[config.mk]
export PLATFORM = sky130hd
export DESIGN_NAME = sol_claim_responder
export DESIGN_NICKNAME = d
export VERILOG_FILES = /design/src/rtl/sol_claim_responder.sv
export SDC_FILE = /design/constraint.sdc
export NUM_CORES = 1
export LEC_CHECK = 0
export ABC_AREA = 1
export ABC_CLOCK_PERIOD_IN_PS = 29100
export CAP_MARGIN = 5
export CORE_ASPECT_RATIO = 1.25
export CORE_UTILIZATION = 30
export CTS_CLUSTER_DIAMETER = 80
export DETAILED_ROUTE_END_ITERATION = 10
export HOLD_SLACK_MARGIN = 0.12
export SLEW_MARGIN = 20
export SYNTH_ARGS = -nofsm -noshare
export SYNTH_HDL_FRONTEND = slang
export SYNTH_SLANG_ARGS = --single-unit
[constraint.sdc]
create_clock -name clk -period 29.1 [get_ports clk]
set_input_delay 5.82 -clock clk [delete_from_list [all_inputs] [get_ports clk]]
set_output_delay 5.82 -clock clk [all_outputs]
set_load 0.05 [all_outputs]
[src/rtl/sol_claim_responder.sv]
// Claim/response responder: captures a solver claim, checks hash <= target chunk by chunk (MSB first)
// and answers on sol_response. Optional macro SOL_REJECT_CNT_EN adds a saturating reject_count output.
module sol_claim_responder #(
  parameter int HASH_W  = 256,
  parameter int NONCE_W = 32,
  parameter int CHUNK_W = 32
) (
  input  logic               clk,
  input  logic               rst,
  input  logic               sol_claim,
  input  logic [NONCE_W-1:0] claim_nonce,
  input  logic [HASH_W-1:0]  claim_hash,
  input  logic [HASH_W-1:0]  target,
  output logic [1:0]         sol_response,
  output logic               result_valid,
  output logic [NONCE_W-1:0] result_nonce,
  input  logic               result_ready,
  output logic               busy
`ifdef SOL_REJECT_CNT_EN
  ,
  output logic [15:0]        reject_count
`endif
);

  localparam int NCHUNK = HASH_W / CHUNK_W;
  localparam int IDX_W  = (NCHUNK > 1) ? $clog2(NCHUNK) : 1;
  localparam logic [IDX_W-1:0] LAST_IDX = IDX_W'(NCHUNK - 1);

  typedef enum logic [2:0] {
    IDLE,
    COMPARE,
    REJECT,
    REPORT,
    ACCEPT
  } state_t;

  state_t             state;
  logic [IDX_W-1:0]   idx;
  logic [NONCE_W-1:0] nonce_q;
  logic [HASH_W-1:0]  hash_q;
  logic [HASH_W-1:0]  target_q;
  logic [CHUNK_W-1:0] hash_chunk;
  logic [CHUNK_W-1:0] target_chunk;

  // Captured words shift left after each equal chunk, so the chunk under
  // test is always the top slice; idx only tracks when the last one is reached.
  assign hash_chunk   = hash_q[HASH_W-1 -: CHUNK_W];
  assign target_chunk = target_q[HASH_W-1 -: CHUNK_W];
  assign busy         = (state != IDLE);

  always_ff @(posedge clk or posedge rst) begin
    if (rst) begin
      state        <= IDLE;
      idx          <= '0;
      nonce_q      <= '0;
      hash_q       <= '0;
      target_q     <= '0;
      sol_response <= 2'b00;
      result_valid <= 1'b0;
      result_nonce <= '0;
    end else begin
      case (state)
        IDLE: begin
          if (sol_claim) begin
            nonce_q  <= claim_nonce;
            hash_q   <= claim_hash;
            target_q <= target;
            idx      <= '0;
            state    <= COMPARE;
          end
        end
        COMPARE: begin
          if (hash_chunk < target_chunk || (hash_chunk == target_chunk && idx == LAST_IDX)) begin
            result_valid <= 1'b1;
            result_nonce <= nonce_q;
            state        <= REPORT;
          end else if (hash_chunk > target_chunk) begin
            sol_response <= 2'b01;
            state        <= REJECT;
          end else begin
            idx      <= idx + IDX_W'(1);
            hash_q   <= hash_q << CHUNK_W;
            target_q <= target_q << CHUNK_W;
          end
        end
        REJECT: begin
          sol_response <= 2'b00;
          state        <= IDLE;
        end
        REPORT: begin
          if (result_ready) begin
            result_valid <= 1'b0;
            sol_response <= 2'b10;
            state        <= ACCEPT;
          end
        end
        ACCEPT: begin
          sol_response <= 2'b00;
          state        <= IDLE;
        end
        default: begin
          sol_response <= 2'b00;
          result_valid <= 1'b0;
          state        <= IDLE;
        end
      endcase
    end
  end

`ifdef SOL_REJECT_CNT_EN
  always_ff @(posedge clk or posedge rst) begin
    if (rst) begin
      reject_count <= '0;
    end else if (state == REJECT && reject_count != '1) begin
      reject_count <= reject_count + 16'd1;
    end
  end
`endif

endmodule

==> results_dict.tcl, run 1 <==
set metrics [dict create \
    wire_per_inst_um 16.7 \
    tightest_slew_ns 1.21 \
    m1WireLength_mm 44.6 \
    synthTopCellsByArea "dfrtp_1 46%, nand2_1 19%, o21bai_1 12%" \
    start_util_pct 30.4 \
    nFillCells 10900 \
    critPathLaunchType "input port" \
    hp-class "register to register" \
    cpPeakStageDelay_ns 0.85 \
    final-seq-area_um2 14600 \
    post_drt_via_cell_ratio 4.53 \
    synth.top_cell.area_share_pct 46.2 \
    p_int_mw 2.62 \
    syn_inst 4275 \
    antenna_found_initial 27 \
    finalSetupViolCount 0 \
    drtIter0Drc 2021 \
    cts_tree "yes" \
    min_period_over_period_pct 32.3 \
    slew_violations 0 \
    grt_pass1_wl_mm 155 \
    critPathRequiredTime_ns 29.64 \
    fp.dieH_um 365 \
    routed.top_layer "met5" \
    wl_mm 102 \
    finalClockSkew_ns 0.0163 \
    wl_met3_mm 6.02 \
    met2WireLength_mm 47.9 \
    netlist-cell-type-count 25 \
    cts_made_buffers 70 \
    cp_slowest_cell "buf_4" \
    first_global_vias 26500 \
    dp_hpwl_mm 68.4 \
    yosysTopAreaCell "dfrtp_1" \
    slew_headroom_pct 19.4 \
    arrival_ns 9.95 \
    ys_warn_count 0 \
    worstPathCellList "clkdlybuf4s50_1 -> nor2_1 -> inv_1 -> nand2_8 -> buf_4 -> buf_4 -> buf_4 -> o21bai_1 -> nand2_1" \
    synth_ff_type "dfrtp_1" \
    synthArstFlopShare_pct 100 \
    num_rows 132 \
    layout-area-overhead-vs-synth_pct 28.0 \
    cp_max_fo 96 \
    critical-path-top-delay-family "buffers and inverters" \
    num_vias 27500 \
    dieWidth_um 293 \
    finalWorstPathRequiredPeriod_ns 9.41 \
    cts-root-buf "clkbuf_16" \
    grt_max_degree 275 \
    p_seq_share_pct 26.2 \
    cellPowerDensity_nw_per_um2 125 \
    drc 0 \
    port_buffers 583 \
    pwr-share-clk_pct 17.9 \
    clk_path_buf_depth 3 \
    syn-mean-instance-area_um2 7.41 \
    die-area_um2 107000 \
    syn_area_um2 31700 \
    htreeDepth 3 \
    cp_common_cell "buf_4" \
    gp_congestion 0.842 \
    cts_num_sinks 585 \
    synth_edf_count 0 \
    p_switching_mw 2.47 \
    ant_nets 0 \
    max_freq_mhz 106 \
    place_inst 5936 \
    status "finished clean" \
    p_leak_nw 21.3 \
    fin_cells 6065 \
    drive_gt1_share_pct 3.26 \
    cts_setup_buffers 0 \
    ctsResizeCount 0 \
    post-route-util_pct 39.0 \
    ys_seq_area_share_pct 46.2 \
    critPathKind "input port to register" \
    ios 584 \
    pwr-share-comb_pct 55.9 \
    grt-ovfl-total 0 \
    dr.pass1.iters 5 \
    hold_buffers 0 \
    swShare_pct 48.5 \
    core_area_um2 104000 \
    drv_cap 0 \
    p_total_mw 5.09 \
    synth.net_count 4857 \
    grt_usage_pct 18.6 \
    rsz0062_at_grt "no" \
    path_buf_inv 5 \
    fin_tns_setup_ns 0 \
    clk_pin_slew_ns 0.06 \
    synth-seq-cells 585 \
    worstSkewPairLatency_ns 0.61 \
    cp-end-kind "register" \
    multi_input_area_um2 13400 \
    hold_violations 0 \
    ir_worst_vdd_mv 0.132 \
    nets 5250 \
]
[cell families after synthesis]
family	synth area share, %
fa+ha+maj	1.34
simple gates	20.2
flops	46.2
compound gates	20.6
buf+inv	11.6
[layout by cell type, fill, tap and decap left out]
cell type / Yosys / final
clkbuf_16: 0 / 73
clkinv_2: 0 / 12
clkinv_4: 0 / 1
inv_6: 0 / 2
clkbuf_8: 0 / 11
o21bai_1: 515 / 515
bufinv_16: 0 / 6
diode_2: 0 / 8
inv_1: 627 / 626
nor3_2: 1 / 1
a31oi_1: 1 / 1
nand3_1: 6 / 6
clkinv_8: 0 / 2
nand2_2: 4 / 2
nand4_1: 4 / 4
inv_2: 3 / 3
o21a_1: 1 / 1
buf_6: 5 / 1
o21ai_0: 515 / 515
clkdlybuf4s50_1: 0 / 583
clkinvlp_4: 0 / 5
clkbuf_1: 131 / 8
a21oi_1: 14 / 14
nand2_8: 0 / 2
nor3_1: 1 / 1
nand2_1: 1588 / 1587
buf_4: 13 / 23
buf_12: 0 / 4
nor2_4: 0 / 2
nand2_4: 1 / 2
nor2_1: 82 / 81
ha_1: 34 / 34
a21o_1: 1 / 1
dfrtp_1: 585 / 585
inv_8: 0 / 2
nand3b_1: 1 / 1
[metrics by stage]
stage          worst slack (ns)  hold WS [ns]  area, µm²
2_1_floorplan              6.91         0.501      31700
5_1_grt                   19.41         0.507      40600
4_1_cts                   19.77         0.487      40500
3_3_place_gp              19.13         0.467      38200
3_5_place_dp              19.12         0.470      38200
6_report                  19.69         0.483      40600
[cell usage after synthesis, drive strengths merged, types with 2 or more instances]
master,count
a21oi,14
buf,159
clkbuf,131
dfrtp,585
ha,34
inv,630
nand2,1593
nand3,6
nand4,4
nor2,83
nor3,2
o21ai,515
o21bai,515
[power by group through the flow]
stage / clock (mW) / combinational [mW] / sequential, mW
4_1_cts: 0.943 / 2.87 / 1.34
6_report: 0.912 / 2.84 / 1.33
3_3_place_gp: 0 / 2.83 / 1.34
3_5_place_dp: 0 / 2.86 / 1.35
2_1_floorplan: 0 / 2.10 / 1.41
5_1_grt: 0.971 / 3.23 / 1.37
[worst paths after layout]
path | end | startpoint | cells past startpoint | slack, ns
setup reg to reg | hash_q[1] | state[2] | 10 | 23.27
setup / recovery | hash_q[1] | sol_claim | 9 | 19.69
hold / removal | result_nonce[16] | result_nonce[16] | 2 | 0.48
min in group asynchronous | hash_q[44] | rst | 2 | 5.76
hold reg to reg | result_nonce[16] | result_nonce[16] | 2 | 0.48
max in group asynchronous | target_q[209] | rst | 5 | 20.48
[sequential cells by signal (all words and copies together), names as in the netlist]
signal        cells
hash_q          256
idx               3
nonce_q          32
result_nonce     32
result_valid      1
sol_response      2
state             3
target_q        256
[layer usage]
layer  track usage (%)  vias up
met2              30.4      705
met4              6.26       36
met5                 0        -
met3              3.84      170
met1              24.5    12600
li1                  -    13900
[worst register-to-register path: cells and delay by family (launching register included)]
family	cells	cell delay [ns]
flip-flops	1	0.40
buffers and inverters	4	2.94
AND/OR/NAND/NOR	5	2.19
AO/OA/AOI/OAI	1	0.22
[area by class of cell]
cell class                 instances  area share [%]
sequential                       585            36.1
tap                             1340            4.13
timing repair buffer             611            15.0
clock inverter                    29           0.858
multi-input combinational       2770            33.0
antenna                            8          0.0494
clock buffer                      92            4.95
inverter                         630            5.85
Power figures use the tool's default switching activity.
==> run 2: changes to the inputs <==
- ABC_CLOCK_PERIOD_IN_PS: 29100 -> 9850
- clock period: 29.1 -> 9.85 ns (I/O delays scaled with it)
==> run 2 against run 1 <==
Largest power group unchanged. Final cell count is essentially flat. Critical endpoint is now hash_q[56]. Non-clock buffer count is 4 lower. Cell area is 0.33% higher. First-iteration DRC count up 4.0%. Wire length decreased by 0.57%. Critical path depth unchanged. Clock skew up 0.0043 ns. Register-to-register slack got worse by 18 ns.
==> results_dict.tcl, run 2 (same netlist as run 1, synthesis figures left out) <==
set metrics [dict create \
    ios 584 \
    reg_top3 "hash_q x256, target_q x256" \
    first_global_vias 26600 \
    min_from "result_valid" \
    arrival_ns 5.30 \
    fp.dieH_um 365 \
    dp_hpwl_mm 67.2 \
    antenna_found_initial 38 \
    wl_mm 101 \
    ant_nets 0 \
    clk_pin_slew_ns 0.06 \
    hp-class "register to register" \
    htreeDepth 3 \
    gp_congestion 0.838 \
    die-area_um2 107000 \
    pre_cts_ws_ns 4.73 \
    drv_cap 0 \
    final-seq-area_um2 14600 \
    drtIter0Drc 2102 \
    dieWidth_um 293 \
    ir_worst_vdd_mv 0.416 \
    cts_tree "yes" \
    p_total_mw 15.1 \
    min_to "result_valid" \
    core_area_um2 104000 \
    slew_violations 0 \
    fin_cells 6071 \
    drive_gt1_share_pct 3.12 \
    cp_max_fo 94 \
    hold_buffers 0 \
    nFillCells 10900 \
    tightest_slew_ns 1.29 \
    cp-end-kind "register" \
    place_inst 5930 \
    hold_violations 0 \
    port_buffers 583 \
    drc 0 \
    hold_depth 2 \
    final_common_cell "nand2_1" \
    r2r_end "hash_q[56]" \
    mostFrequentLayoutCells "1,587 x nand2_1, 626 x inv_1, 585 x dfrtp_1, 583 x clkdlybuf4s50_1" \
    max_freq_mhz 210 \
    dpl_cell_area_um2 38200 \
    finalWorstPathRequiredPeriod_ns 4.76 \
    cts_num_sinks 585 \
    finalSetupViolCount 0 \
    rsz0062_at_grt "no" \
    critPathLaunchType "register" \
    status "finished clean" \
    worstSkewPairLatency_ns 0.62 \
    p_leak_nw 21.4 \
    grt-ovfl-total 0 \
    regToRegStartpoint "state[2]" \
    cts_made_buffers 72 \
    num_vias 27400 \
    cts-root-buf "clkbuf_16" \
    reg2reg_depth 9 \
    min_period_over_period_pct 48.3 \
    dr.pass1.iters 6 \
    nets 5248 \
    multi_input_area_um2 13400 \
    r2r_slack_ns 5.09 \
    post_drt_via_cell_ratio 4.52 \
    cellPowerDensity_nw_per_um2 371 \
    wire_per_inst_um 16.6 \
    grt_usage_pct 18.5 \
    post-route-cell-area_um2 40700 \
    num_rows 132 \
    ctsResizeCount 0 \
    start_util_pct 30.4 \
    critPathKind "register to register" \
    finalWorstSetupSlack_ns 5.09 \
    slew_headroom_pct 13.8 \
    critPathRequiredTime_ns 10.39 \
    cts_setup_buffers 0 \
    layout-area-overhead-vs-synth_pct 28.5 \
    grt_max_degree 282 \
    clk_path_buf_depth 3 \
    finalClockSkew_ns 0.0206 \
    grt_pass1_wl_mm 155 \
]
-- run 2: cell count changes in the layout (fill, tap and decap cells not counted), moves of 2 or more --
cell and change:
clkbuf_1 +8, buf_16 +2, clkbuf_8 +3, inv_8 -2
buf_4 -10, clkinv_2 -5, clkinvlp_4 -2, buf_12 +5
diode_2 +5
-- run 2: metrics by stage --
stage	hold slack [ns]	setup TNS [ns]	utilization, %
after floorplan	0.501	-54.65	-
after global placement	0.462	0	36.7
after detailed placement	0.469	0	36.7
after CTS	0.485	0	39.0
after global routing	0.503	0	39.1
final	0.483	0	39.1
-- run 2: worst max path at each step --
stage / cells past startpoint / slack, ns / to / startpoint
2_1_floorplan: 1 / -0.09 / hash_q[0] / rst
3_3_place_gp: 8 / 4.72 / hash_q[73] / sol_claim
3_5_place_dp: 8 / 4.73 / hash_q[113] / sol_claim
4_1_cts: 9 / 4.99 / hash_q[56] / state[2]
5_1_grt: 9 / 4.62 / hash_q[55] / state[2]
6_report: 9 / 5.09 / hash_q[56] / state[2]
-- run 2: per-layer routing --
layer | track usage (%) | wire [µm] | up-vias
met3 | 4.06 | 6080 | 188
met5 | 0 | 302 | -
met1 | 23.9 | 43800 | 12600
li1 | - | - | 13900
met2 | 30.2 | 47800 | 708
met4 | 7.02 | 2940 | 46
-- run 2: layout make-up --
type                    count  share of cell area (%)
inverters                 630                    5.82
clock inverters            22                   0.756
flip-flops and latches    585                    36.0
well taps                1340                    4.12
repair buffers            607                    15.2
clock buffers             104                    5.17
multi-input cells        2770                    32.9
diodes                     13                  0.0799
-- run 2: power breakdown --
part           switching [mW]  internal, mW
Sequential              0.318          3.63
Combinational            5.85          2.58
Clock                    1.10          1.62
Total                    7.27          7.84
-- run 2: worst max-delay path, stage by stage, from the launching register on --
cell and delay, ns:
dfrtp_1 0.39, nor2_1 0.45, nand2_4 0.58, clkinv_2 0.38, nand2_4 0.39, nand2_8 0.62, buf_4 0.70, buf_4 0.76
o21bai_1 0.12, nand2_1 0.09
